$ cat config.mk
export PLATFORM = sky130hd
export DESIGN_NAME = id_stage
export DESIGN_NICKNAME = d
export VERILOG_FILES = /design/src/rtl/id_stage.sv
export SDC_FILE = /design/constraint.sdc
export NUM_CORES = 1
export LEC_CHECK = 0
export ABC_AREA = 1
export BUFFER_PORTS_ARGS = -buffer_cell sky130_fd_sc_hd__buf_2
export CORE_MARGIN = 1.5
export CORE_UTILIZATION = 47
export DETAILED_ROUTE_END_ITERATION = 16
export PLACE_DENSITY = 0.77
export REMOVE_ABC_BUFFERS = 1
export SLEW_MARGIN = 15
export SYNTH_ARGS = -nofsm -noshare
export SYNTH_HDL_FRONTEND = slang
export SYNTH_SLANG_ARGS = --single-unit
$ cat constraint.sdc
create_clock -name clk -period 1.6 [get_ports clk]
set_input_delay 0.16 -clock clk [delete_from_list [all_inputs] [get_ports clk]]
set_output_delay 0.16 -clock clk [all_outputs]
set_load 0.02 [all_outputs]
$ cat src/rtl/id_stage.sv
`default_nettype none
// ============================================================================
// Module      : id_stage
// Description : RV32I decode stage with operand bypass, pending-write
//               scoreboard hazard detection and a single output register.
// Revision    : 1.0 - initial release
// ============================================================================
module id_stage #(
    parameter int BITSIZE = 32
) (
    input  logic               clk,
    input  logic               rstn_i,
    input  logic [31:0]        instr_i,
    input  logic               instr_valid_i,
    output logic               instr_ready_o,
    output logic [4:0]         rf_rs1_o,
    output logic [4:0]         rf_rs2_o,
    input  logic [BITSIZE-1:0] rf_data_rs1_i,
    input  logic [BITSIZE-1:0] rf_data_rs2_i,
    input  logic               wb_valid_i,
    input  logic [4:0]         wb_rd_i,
    input  logic [BITSIZE-1:0] wb_data_i,
    input  logic               flush_i,
    output logic               ex_valid_o,
    input  logic               ex_ready_i,
    output logic [BITSIZE-1:0] ex_rs1_data_o,
    output logic [BITSIZE-1:0] ex_rs2_data_o,
    output logic [BITSIZE-1:0] ex_imm_o,
    output logic [4:0]         ex_rd_o,
    output logic [6:0]         ex_opcode_o,
    output logic [2:0]         ex_funct3_o,
    output logic [6:0]         ex_funct7_o
);

    localparam logic [6:0] c_OPC_LUI    = 7'b0110111;
    localparam logic [6:0] c_OPC_AUIPC  = 7'b0010111;
    localparam logic [6:0] c_OPC_JAL    = 7'b1101111;
    localparam logic [6:0] c_OPC_JALR   = 7'b1100111;
    localparam logic [6:0] c_OPC_BRANCH = 7'b1100011;
    localparam logic [6:0] c_OPC_LOAD   = 7'b0000011;
    localparam logic [6:0] c_OPC_STORE  = 7'b0100011;
    localparam logic [6:0] c_OPC_OPIMM  = 7'b0010011;
    localparam logic [6:0] c_OPC_OP     = 7'b0110011;

    logic [6:0]         w_opcode;
    logic [4:0]         w_rs1;
    logic [4:0]         w_rs2;
    logic [4:0]         w_rd;
    logic               w_rs1_used;
    logic               w_rs2_used;
    logic               w_rd_wr;
    logic [31:0]        w_imm32;
    logic [BITSIZE-1:0] w_imm;
    logic [BITSIZE-1:0] w_rs1_data;
    logic [BITSIZE-1:0] w_rs2_data;
    logic               w_rs1_hazard;
    logic               w_rs2_hazard;
    logic               w_hazard;
    logic               w_issue;
    logic               w_accept;
    logic [31:0]        w_sb_set;
    logic [31:0]        w_sb_clr;

    logic               r_ex_valid;
    logic               r_ex_rd_wr;
    logic [BITSIZE-1:0] r_ex_rs1_data;
    logic [BITSIZE-1:0] r_ex_rs2_data;
    logic [BITSIZE-1:0] r_ex_imm;
    logic [4:0]         r_ex_rd;
    logic [6:0]         r_ex_opcode;
    logic [2:0]         r_ex_funct3;
    logic [6:0]         r_ex_funct7;
    logic [31:0]        r_scoreboard;

    assign w_opcode = instr_i[6:0];
    assign w_rd     = instr_i[11:7];
    assign w_rs1    = instr_i[19:15];
    assign w_rs2    = instr_i[24:20];
    assign rf_rs1_o = w_rs1;
    assign rf_rs2_o = w_rs2;

    assign w_rs1_used = !((w_opcode == c_OPC_LUI) || (w_opcode == c_OPC_AUIPC) ||
                          (w_opcode == c_OPC_JAL));
    assign w_rs2_used = (w_opcode == c_OPC_OP) || (w_opcode == c_OPC_STORE) ||
                        (w_opcode == c_OPC_BRANCH);
    assign w_rd_wr    = !((w_opcode == c_OPC_STORE) || (w_opcode == c_OPC_BRANCH)) &&
                        (w_rd != 5'd0);

    always_comb begin
        w_imm32 = 32'd0;
        case (w_opcode)
            c_OPC_JALR, c_OPC_LOAD, c_OPC_OPIMM:
                w_imm32 = {{20{instr_i[31]}}, instr_i[31:20]};
            c_OPC_STORE:
                w_imm32 = {{20{instr_i[31]}}, instr_i[31:25], instr_i[11:7]};
            c_OPC_BRANCH:
                w_imm32 = {{19{instr_i[31]}}, instr_i[31], instr_i[7], instr_i[30:25],
                           instr_i[11:8], 1'b0};
            c_OPC_LUI, c_OPC_AUIPC:
                w_imm32 = {instr_i[31:12], 12'd0};
            c_OPC_JAL:
                w_imm32 = {{11{instr_i[31]}}, instr_i[31], instr_i[19:12], instr_i[20],
                           instr_i[30:21], 1'b0};
            default:
                w_imm32 = 32'd0;
        endcase
    end

    generate
        if (BITSIZE > 32) begin : g_imm_wide
            assign w_imm = {{(BITSIZE-32){w_imm32[31]}}, w_imm32};
        end else begin : g_imm_narrow
            assign w_imm = w_imm32[BITSIZE-1:0];
        end
    endgenerate

    // x0 wins over bypass, bypass wins over the (non write-through) register file
    always_comb begin
        w_rs1_data = rf_data_rs1_i;
        if (w_rs1 == 5'd0)
            w_rs1_data = '0;
        else if (wb_valid_i && (wb_rd_i == w_rs1))
            w_rs1_data = wb_data_i;

        w_rs2_data = rf_data_rs2_i;
        if (w_rs2 == 5'd0)
            w_rs2_data = '0;
        else if (wb_valid_i && (wb_rd_i == w_rs2))
            w_rs2_data = wb_data_i;
    end

    // The held writer is a hazard whether or not it issues: issuing makes it pending
    assign w_rs1_hazard = w_rs1_used &&
        ((r_scoreboard[w_rs1] && !(wb_valid_i && (wb_rd_i == w_rs1))) ||
         (r_ex_valid && r_ex_rd_wr && (r_ex_rd == w_rs1)));
    assign w_rs2_hazard = w_rs2_used &&
        ((r_scoreboard[w_rs2] && !(wb_valid_i && (wb_rd_i == w_rs2))) ||
         (r_ex_valid && r_ex_rd_wr && (r_ex_rd == w_rs2)));
    assign w_hazard = w_rs1_hazard || w_rs2_hazard;

    assign instr_ready_o = rstn_i && !w_hazard && (!r_ex_valid || ex_ready_i) && !flush_i;
    assign w_accept      = instr_valid_i && instr_ready_o;
    assign w_issue       = r_ex_valid && ex_ready_i && !flush_i;

    assign w_sb_set = (w_issue && r_ex_rd_wr) ? (32'h1 << r_ex_rd) : 32'h0;
    assign w_sb_clr = wb_valid_i ? (32'h1 << wb_rd_i) : 32'h0;

    always_ff @(posedge clk or negedge rstn_i) begin
        if (!rstn_i) begin
            r_scoreboard <= 32'h0;
        end else begin
            r_scoreboard <= ((r_scoreboard & ~w_sb_clr) | w_sb_set) & ~32'h1;
        end
    end

    always_ff @(posedge clk or negedge rstn_i) begin
        if (!rstn_i) begin
            r_ex_valid    <= 1'b0;
            r_ex_rd_wr    <= 1'b0;
            r_ex_rs1_data <= '0;
            r_ex_rs2_data <= '0;
            r_ex_imm      <= '0;
            r_ex_rd       <= 5'd0;
            r_ex_opcode   <= 7'd0;
            r_ex_funct3   <= 3'd0;
            r_ex_funct7   <= 7'd0;
        end else if (flush_i) begin
            r_ex_valid <= 1'b0;
        end else if (w_accept) begin
            r_ex_valid    <= 1'b1;
            r_ex_rd_wr    <= w_rd_wr;
            r_ex_rs1_data <= w_rs1_data;
            r_ex_rs2_data <= w_rs2_data;
            r_ex_imm      <= w_imm;
            r_ex_rd       <= w_rd;
            r_ex_opcode   <= w_opcode;
            r_ex_funct3   <= instr_i[14:12];
            r_ex_funct7   <= instr_i[31:25];
        end else if (ex_ready_i) begin
            r_ex_valid <= 1'b0;
        end
    end

    assign ex_valid_o    = r_ex_valid;
    assign ex_rs1_data_o = r_ex_rs1_data;
    assign ex_rs2_data_o = r_ex_rs2_data;
    assign ex_imm_o      = r_ex_imm;
    assign ex_rd_o       = r_ex_rd;
    assign ex_opcode_o   = r_ex_opcode;
    assign ex_funct3_o   = r_ex_funct3;
    assign ex_funct7_o   = r_ex_funct7;

endmodule
`default_nettype wire

# [Yosys cells after proc, flatten, opt, wreduce, memory -nomap -nowiden]
# Index checks and enable logic that the tools add are counted.
[classes] n_mux=14 order_cmp=2 eq_ne=13 n_bitwise=4 reduce_logical=40 shifts=2
[op_table] operator="32-bit 2-to-1 mux" count=6
[op_table] operator="32-bit case mux with 5 select lines" count=1
[op_table] operator="1-bit by 5-bit left shift with 32-bit output, first input constant" count=2
[op_table] operator="32-bit bitwise AND" count=1
[op_table] operator="32-bit inverter" count=1
[op_table] operator="32-bit OR" count=1
[op_table] operator="7-bit by 6-bit equality test with 1-bit output, second input constant" count=3
[op_table] operator="7-bit equality test, second input constant" count=3
[op_table] operator="5-bit equality test" count=4
[op_table] operator="1-bit logical AND" count=17
[op_table] operator="7-bit by 5-bit equality test with 1-bit output, second input constant" count=2
[op_table] operator="5-bit by 6-bit less-than comparator with 1-bit output, second input constant" count=2
[op_table] operator="1-bit binary-select mux with 5-bit select" count=2
[op_table] operator="5-bit zero test" count=2
[op_table] operator="1-bit logical OR" count=9
[op_table] operator="7-bit by 2-bit equality test with 1-bit output, second input constant" count=1
[op_table] operator="1-bit zero test" count=7
[op_table] operator="1-bit 2-to-1 mux" count=5
[op_table] operator="5-bit nonzero test" count=1
[op_table] operator="3-bit nonzero test" count=1
[op_table] operator="3-bit OR reduction" count=1
[op_table] operator="2-bit AND reduction" count=1
[op_table] operator="2-bit OR reduction" count=1
[op_table] operator="1-bit inverter" count=1
[totals] input_bits=139 register_bits=151 output_inout_bits=130

# [Logic depth before layout (Yosys ltp)]
[logic_depth] depth_word=14 depth_mapped=16 ltp_nobuf=14

# [Least setup slack after synthesis]
# Ideal clock, no wire load.
[synth_path] path_type="flip-flop to flip-flop" startpoint="reg r_ex_rd[3], in the netlist ex_rd_o[3]" endpoint="reg r_ex_valid, in the netlist ex_valid_o" path_stages_with_launch=11 t_arrival_ns=1.781 setup_time_ns=0.126 path_slack_ns=-0.306 path_cell_list="dfrtp_1 -> clkbuf_1 -> o21ai_0 -> a211oi_1 -> nand3_1 -> nand2_1 -> nand2_1 -> nand4_2 -> buf_4 -> buf_2 -> o21ai_1"
[synth_between] elab_chain_cells=12
[synth_lines] item="start: declaration" line="69" source="logic [4:0] r_ex_rd;"
[synth_lines] item="start signal: assignment" line="175" source="r_ex_rd <= w_rd;"
[synth_lines] item="5-bit equality test, on equally long branches" line="135, 138"
[synth_lines] item="1-bit logical AND, on equally long branches" line="135, 138"
[synth_lines] item="1-bit logical OR, on equally long branches" line="134, 137"
[synth_lines] item="1-bit logical AND, on equally long branches" line="133, 136"
[synth_lines] item="1-bit logical OR *" line="139" source="assign w_hazard = w_rs1_hazard || w_rs2_hazard;"
[synth_lines] item="1-bit zero test *" line="141" source="assign instr_ready_o = rstn_i && !w_hazard && (!r_ex_valid || ex_ready_i) && !flush_i;"
[synth_lines] item="1-bit logical AND * (3 in a row)" line="141"
[synth_lines] item="1-bit logical AND *" line="142" source="assign w_accept = instr_valid_i && instr_ready_o;"
[synth_lines] item="1-bit 2-to-1 mux" line="169" source="end else if (w_accept) begin"
[synth_lines] item="1-bit 2-to-1 mux" line="167" source="end else if (flush_i) begin"
[synth_lines] item="end signal: assignment" line="168" source="r_ex_valid <= 1'b0;"
[synth_lines] item="end signal: assignment" line="170" source="r_ex_valid <= 1'b1;"
[synth_lines] item="end signal: assignment" line="180" source="r_ex_valid <= 1'b0;"
[synth_lines] item="end: declaration" line="64" source="logic r_ex_valid;"
# Mark *: on every way between the ends. The rest lies on a longest branch, timed or not.
# A chain may end at the register's enable or synchronous reset.

# [Worst setup path after layout]
[layout_path] startpoint="reg r_scoreboard[18]" endpoint="out instr_ready_o"
[layout_between] elab_chain_cells=10
[layout_lines] item="start: declaration" line="73" source="logic [31:0] r_scoreboard;"
[layout_lines] item="start signal: assignment" line="152" source="r_scoreboard <= ((r_scoreboard & ~w_sb_clr) | w_sb_set) & ~32'h1;"
[layout_lines] item="1-bit binary-select mux with 5-bit select, on equally long branches" line="134, 137"
[layout_lines] item="1-bit 2-to-1 mux, on equally long branches" line="134, 137"
[layout_lines] item="1-bit logical AND, on equally long branches" line="134, 137"
[layout_lines] item="1-bit logical OR, on equally long branches" line="134, 137"
[layout_lines] item="1-bit logical AND, on equally long branches" line="133, 136"
[layout_lines] item="1-bit logical OR *" line="139"
[layout_lines] item="1-bit zero test *" line="141"
[layout_lines] item="1-bit logical AND * (3 in a row)" line="141"
[layout_lines] item="end: declaration" line="15" source="output logic instr_ready_o,"
# Mark *: on every way between the ends. The rest lies on a longest branch, timed or not. The select of a mux whose other input is x is not followed.

==> impl_table.tex <==
\begin{tabular}{lr}
\hline
Metric & Value \\
\hline
\multicolumn{2}{l}{\textbf{Floorplan}} \\
Placeable core region & 18,700 um\^{}2 \\
Row count & 50 \\
Die Height & 141 um \\
Horizontal extent of the die & between 100 and 150 um \\
I/O Pins & $\sim$270 \\
Initial core utilization & 0.478 \\
Full die area & between 15,000 and 20,000 um\^{}2 \\
\multicolumn{2}{l}{\textbf{GRT}} \\
Via count of the first global-routing pass & 9,812 \\
Global route overflow & 0 \\
First-pass GRT wire length & $\sim$51 mm \\
Largest net degree at the start of global routing & 152 \\
Total Routing Usage GR & 0.322 \\
Initial antenna violation count & 0 \\
\multicolumn{2}{l}{\textbf{Detailed routing}} \\
Routed via count divided by cell count & roughly 6.0 \\
Iteration-0 DRC count of the detailed router & about 1.1k \\
Post-route antenna net violation count & 0 \\
First-pass iteration count of the detailed router & 9 \\
Final wirelength & 34.0 mm \\
Via count of the routed design & approximately 11k \\
Routed wire length per instance & around 19 um \\
DRC violations left & 0 \\
\multicolumn{2}{l}{\textbf{Critical path}} \\
Kind of critical path & reg2out \\
Required time at the worst-slack endpoint & approximately 1.4 ns \\
Startpoint types & flop \\
Kind of capture point of the worst setup path & output pin \\
Maximum fanout count along the critical path & 3 \\
CP arrival & between 2 and 2.5 ns \\
\multicolumn{2}{l}{\textbf{Power and ir drop}} \\
Cell area power density & about 1000 nW/um\^{}2 \\
Switch share & 0.367 \\
Share of total power in sequential cells & 0.378 \\
Int Pwr & just over 8 mW \\
Total leakage power & approximately 6.6 nW \\
Proportion of power drawn by combinational gates & 0.306 \\
Max rail drop VDD & slightly below 0.0008 V \\
Net load switching power & between 4 and 5 mW \\
Fraction of power consumed by the clock network & 0.316 \\
\multicolumn{2}{l}{\textbf{STA}} \\
Setup WS post-layout & -0.629 ns \\
Fin. max-slew vios & 0 \\
Final setup violation count & 121 \\
Unrepaired setup endpoints after global routing & yes \\
Highest attainable clock frequency & around 0.45 GHz \\
Worst slew margin relative to its limit & 0.454 \\
Final period utilization & 1.39 \\
Final Hold Viols & 1 \\
Worst Max-Slew Pin Slew & just over 0.8 ns \\
Worst-case hold slack & -0.00174 ns \\
Min Clock Period, post-route & between 2 and 2.5 ns \\
Final Skew & roughly 0.016 ns \\
\multicolumn{2}{l}{\textbf{Placement}} \\
Final HPWL DP & 22.1 mm \\
Count of input and output buffers & around 270 \\
Post-placement setup slack & -0.422 ns \\
Final weighted congestion in routability-driven placement & 0.964 \\
Post-Place Cell Area & roughly 11,000 um\^{}2 \\
\multicolumn{2}{l}{\textbf{Clock tree}} \\
Clk Latency, worst-skew pair & 0.43 ns \\
Cts bufs inserted & 17 \\
Reg clk slew, reported paths & 0.07 ns \\
CTS root buf & sky130\_fd\_sc\_hd\_\_clkbuf\_16 \\
CTS tree & yes \\
Number of buffers on the longest clock path & 2 \\
CTS sink cnt & around 150 \\
Total number of H-tree levels & 4 \\
\multicolumn{2}{l}{\textbf{Status}} \\
Failing checks & negative hold slack, negative setup slack \\
Result of the run & complete, but fails checks \\
\multicolumn{2}{l}{\textbf{Final layout}} \\
Filler Cells Inserted & between 1.5k and 2k \\
Layout cell share with drive strength beyond 1 & 0.310 \\
Fin area & approximately 12,000 um\^{}2 \\
Area added between synthesis and finish & 38.6\% \\
Area of the multi-input gates & 4400 um\^{}2 \\
Final core utilization & 0.663 \\
Area of all sequential standard cells & 3780 um\^{}2 \\
Net count, final & between 1.5k and 2k \\
\multicolumn{2}{l}{\textbf{Logic synthesis}} \\
Synth async-reset ratio & 1.00 \\
Netlist area before placement & approximately 8900 um\^{}2 \\
Mean Syn Cell Area & just over 7 um\^{}2 \\
Cells after Synth & 1,242 \\
Synthesis-stage register bit count & between 150 and 200 \\
Register area share after synthesis & 0.422 \\
Main flop type after synthesis & sky130\_fd\_sc\_hd\_\_dfrtp\_1 \\
Yosys warning count & 0 \\
Number of enable flip-flop cells after synthesis & 0 \\
Post-synth cell types & 36 \\
\multicolumn{2}{l}{\textbf{Run}} \\
Max-cap violation count & 0 \\
\multicolumn{2}{l}{\textbf{Hold path}} \\
Class of the tightest hold or removal check & in2reg \\
\hline
\end{tabular}
==> cell families after synthesis <==
logic type	Yosys count	share of synthesized area
AND/OR/NAND/NOR	705	0.361
AO/OA/AOI/OAI	192	0.119
buffers and inverters	191	0.0955
flip-flops	151	0.422
XOR/XNOR	3	0.00294
==> cells in the mapped netlist (20+ instances only) <==
master                     number  area [um^2]
sky130_fd_sc_hd__nand2_1      424         1590
sky130_fd_sc_hd__nand4_1      184         1150
sky130_fd_sc_hd__dfrtp_1      151         3780
sky130_fd_sc_hd__o21ai_0       76          380
sky130_fd_sc_hd__a21oi_1       70          350
sky130_fd_sc_hd__inv_1         63          236
sky130_fd_sc_hd__clkbuf_1      51          191
sky130_fd_sc_hd__nand3_1       43          215
sky130_fd_sc_hd__buf_2         35          175
sky130_fd_sc_hd__buf_4         25          188
sky130_fd_sc_hd__nor2_1        25         93.8
sky130_fd_sc_hd__nor3_1        20          100
==> layer usage <==
| metal | share of wire | global-route usage | up-vias | routed length (um) |
|---|---|---|---|---|
| met5 | 0 | 0 | - | 0 |
| met4 | 0.045 | 0.164 | 0 | 1540 |
| met3 | 0.090 | 0.0540 | 148 | 3050 |
| met2 | 0.48 | 0.520 | 717 | 16300 |
| met1 | 0.38 | 0.418 | 5026 | 13100 |
| li1 | - | - | 4930 | - |
==> sequential cells by signal, indices dropped and copies added (netlist names) <==
signal         flops
ex_opcode_o        7
ex_funct3_o        3
ex_rs1_data_o     32
r_scoreboard      31
ex_rd_o            5
r_ex_rd_wr         1
ex_valid_o         1
ex_rs2_data_o     32
ex_imm_o          32
ex_funct7_o        7
==> stage by stage <==
| stage | cells | TNS, ns | power, mW |
|---|---|---|---|
| 2_1_floorplan | 1130 | -526.05 | 6.63 |
| 3_3_place_gp | 1753 | -40.08 | 8.39 |
| 3_5_place_dp | 1753 | -44.92 | 8.46 |
| 4_1_cts | 1794 | -64.41 | 12.5 |
| 5_1_grt | 1816 | -71.22 | 13.3 |
| 6_report | 1817 | -60.04 | 12.7 |
==> layout make-up <==
type	count	area share
diodes	1	0.000202
clock buffers	17	0.0343
clock inverters	15	0.0125
inverters	79	0.0239
multi-input cells	900	0.355
flip-flops and latches	151	0.305
well taps	234	0.0236
repair buffers	420	0.246
==> worst paths after layout <==
kind                                   from           endpoint  slack [ns]  cells after the start
max                        r_scoreboard[18]      instr_ready_o       -0.63                     14
max reg2reg                r_scoreboard[18]  ex_rs2_data_o[28]       -0.60                     18
min                             instr_i[13]     ex_funct3_o[1]      -0.002                      3
min in group asynchronous            rstn_i     ex_funct7_o[1]        0.47                      3
min reg2reg                  ex_opcode_o[3]     ex_opcode_o[3]        0.47                      2
max in group asynchronous            rstn_i   r_scoreboard[19]        0.54                      3
==> layout by cell type, fill, tap and decap left out, types with 3 or more instances in the layout <==
master                          synthesis  routed
sky130_fd_sc_hd__a21oi_2                4       3
sky130_fd_sc_hd__a21oi_1               70      70
sky130_fd_sc_hd__a41oi_1                7       7
sky130_fd_sc_hd__o21ai_1                9      11
sky130_fd_sc_hd__a211oi_1               3       3
sky130_fd_sc_hd__buf_12                 0      23
sky130_fd_sc_hd__inv_1                 63      60
sky130_fd_sc_hd__nand2_2                1       4
sky130_fd_sc_hd__nand4_1              184     184
sky130_fd_sc_hd__inv_2                 15      18
sky130_fd_sc_hd__nor2_2                 1       5
sky130_fd_sc_hd__clkbuf_16              0      24
sky130_fd_sc_hd__o31ai_1                7       4
sky130_fd_sc_hd__buf_4                 25      97
sky130_fd_sc_hd__buf_8                  0       8
sky130_fd_sc_hd__o22ai_1               11      11
sky130_fd_sc_hd__o31ai_2                0       3
sky130_fd_sc_hd__inv_8                  0       5
sky130_fd_sc_hd__nand3_1               43      42
sky130_fd_sc_hd__nand2_1              424     420
sky130_fd_sc_hd__dlygate4sd3_1          0       8
sky130_fd_sc_hd__dfrtp_1              151     150
sky130_fd_sc_hd__buf_2                 35     265
sky130_fd_sc_hd__o21ai_0               76      73
sky130_fd_sc_hd__nor2_1                25      21
sky130_fd_sc_hd__nand3_2                2       3
sky130_fd_sc_hd__nor3_1                20      18
sky130_fd_sc_hd__buf_6                  0      11
sky130_fd_sc_hd__inv_6                  0       5
==> power groups by stage <==
stage / logic (mW) / clock network, mW / registers, mW
2_1_floorplan: 1.05 / 0 / 5.58
3_3_place_gp: 3.55 / 0 / 4.84
3_5_place_dp: 3.61 / 0 / 4.84
4_1_cts: 3.67 / 4.06 / 4.80
5_1_grt: 4.18 / 4.23 / 4.87
6_report: 3.90 / 4.02 / 4.81
==> worst max-delay path, cell delays in order, from the launching register on <==
cell,delay (ns)
sky130_fd_sc_hd__dfrtp_1,0.41
sky130_fd_sc_hd__inv_1,0.06
sky130_fd_sc_hd__nand2_1,0.05
sky130_fd_sc_hd__nand3_1,0.08
sky130_fd_sc_hd__nand2_1,0.06
sky130_fd_sc_hd__nand2_1,0.06
sky130_fd_sc_hd__nand2_1,0.07
sky130_fd_sc_hd__nor2_2,0.13
sky130_fd_sc_hd__nand2_1,0.07
sky130_fd_sc_hd__nand3_2,0.06
sky130_fd_sc_hd__nand2_2,0.07
sky130_fd_sc_hd__a21oi_4,0.16
sky130_fd_sc_hd__buf_12,0.13
sky130_fd_sc_hd__and2_4,0.13
sky130_fd_sc_hd__buf_6,0.11
==> what timing repair did <==
| action | in CTS | in global routing |
|---|---|---|
| cloned | 1 | 9 |
| resized for setup | 5 | 46 |
| buffers inserted | 2 | 11 |
| endpoints found under the hold margin | 156 | 2 |
| hold buffers | 6 | 2 |
| setup endpoints to repair | 121 | 135 |
| pin swaps | 13 | 110 |
(Power assumes the default switching activity.)
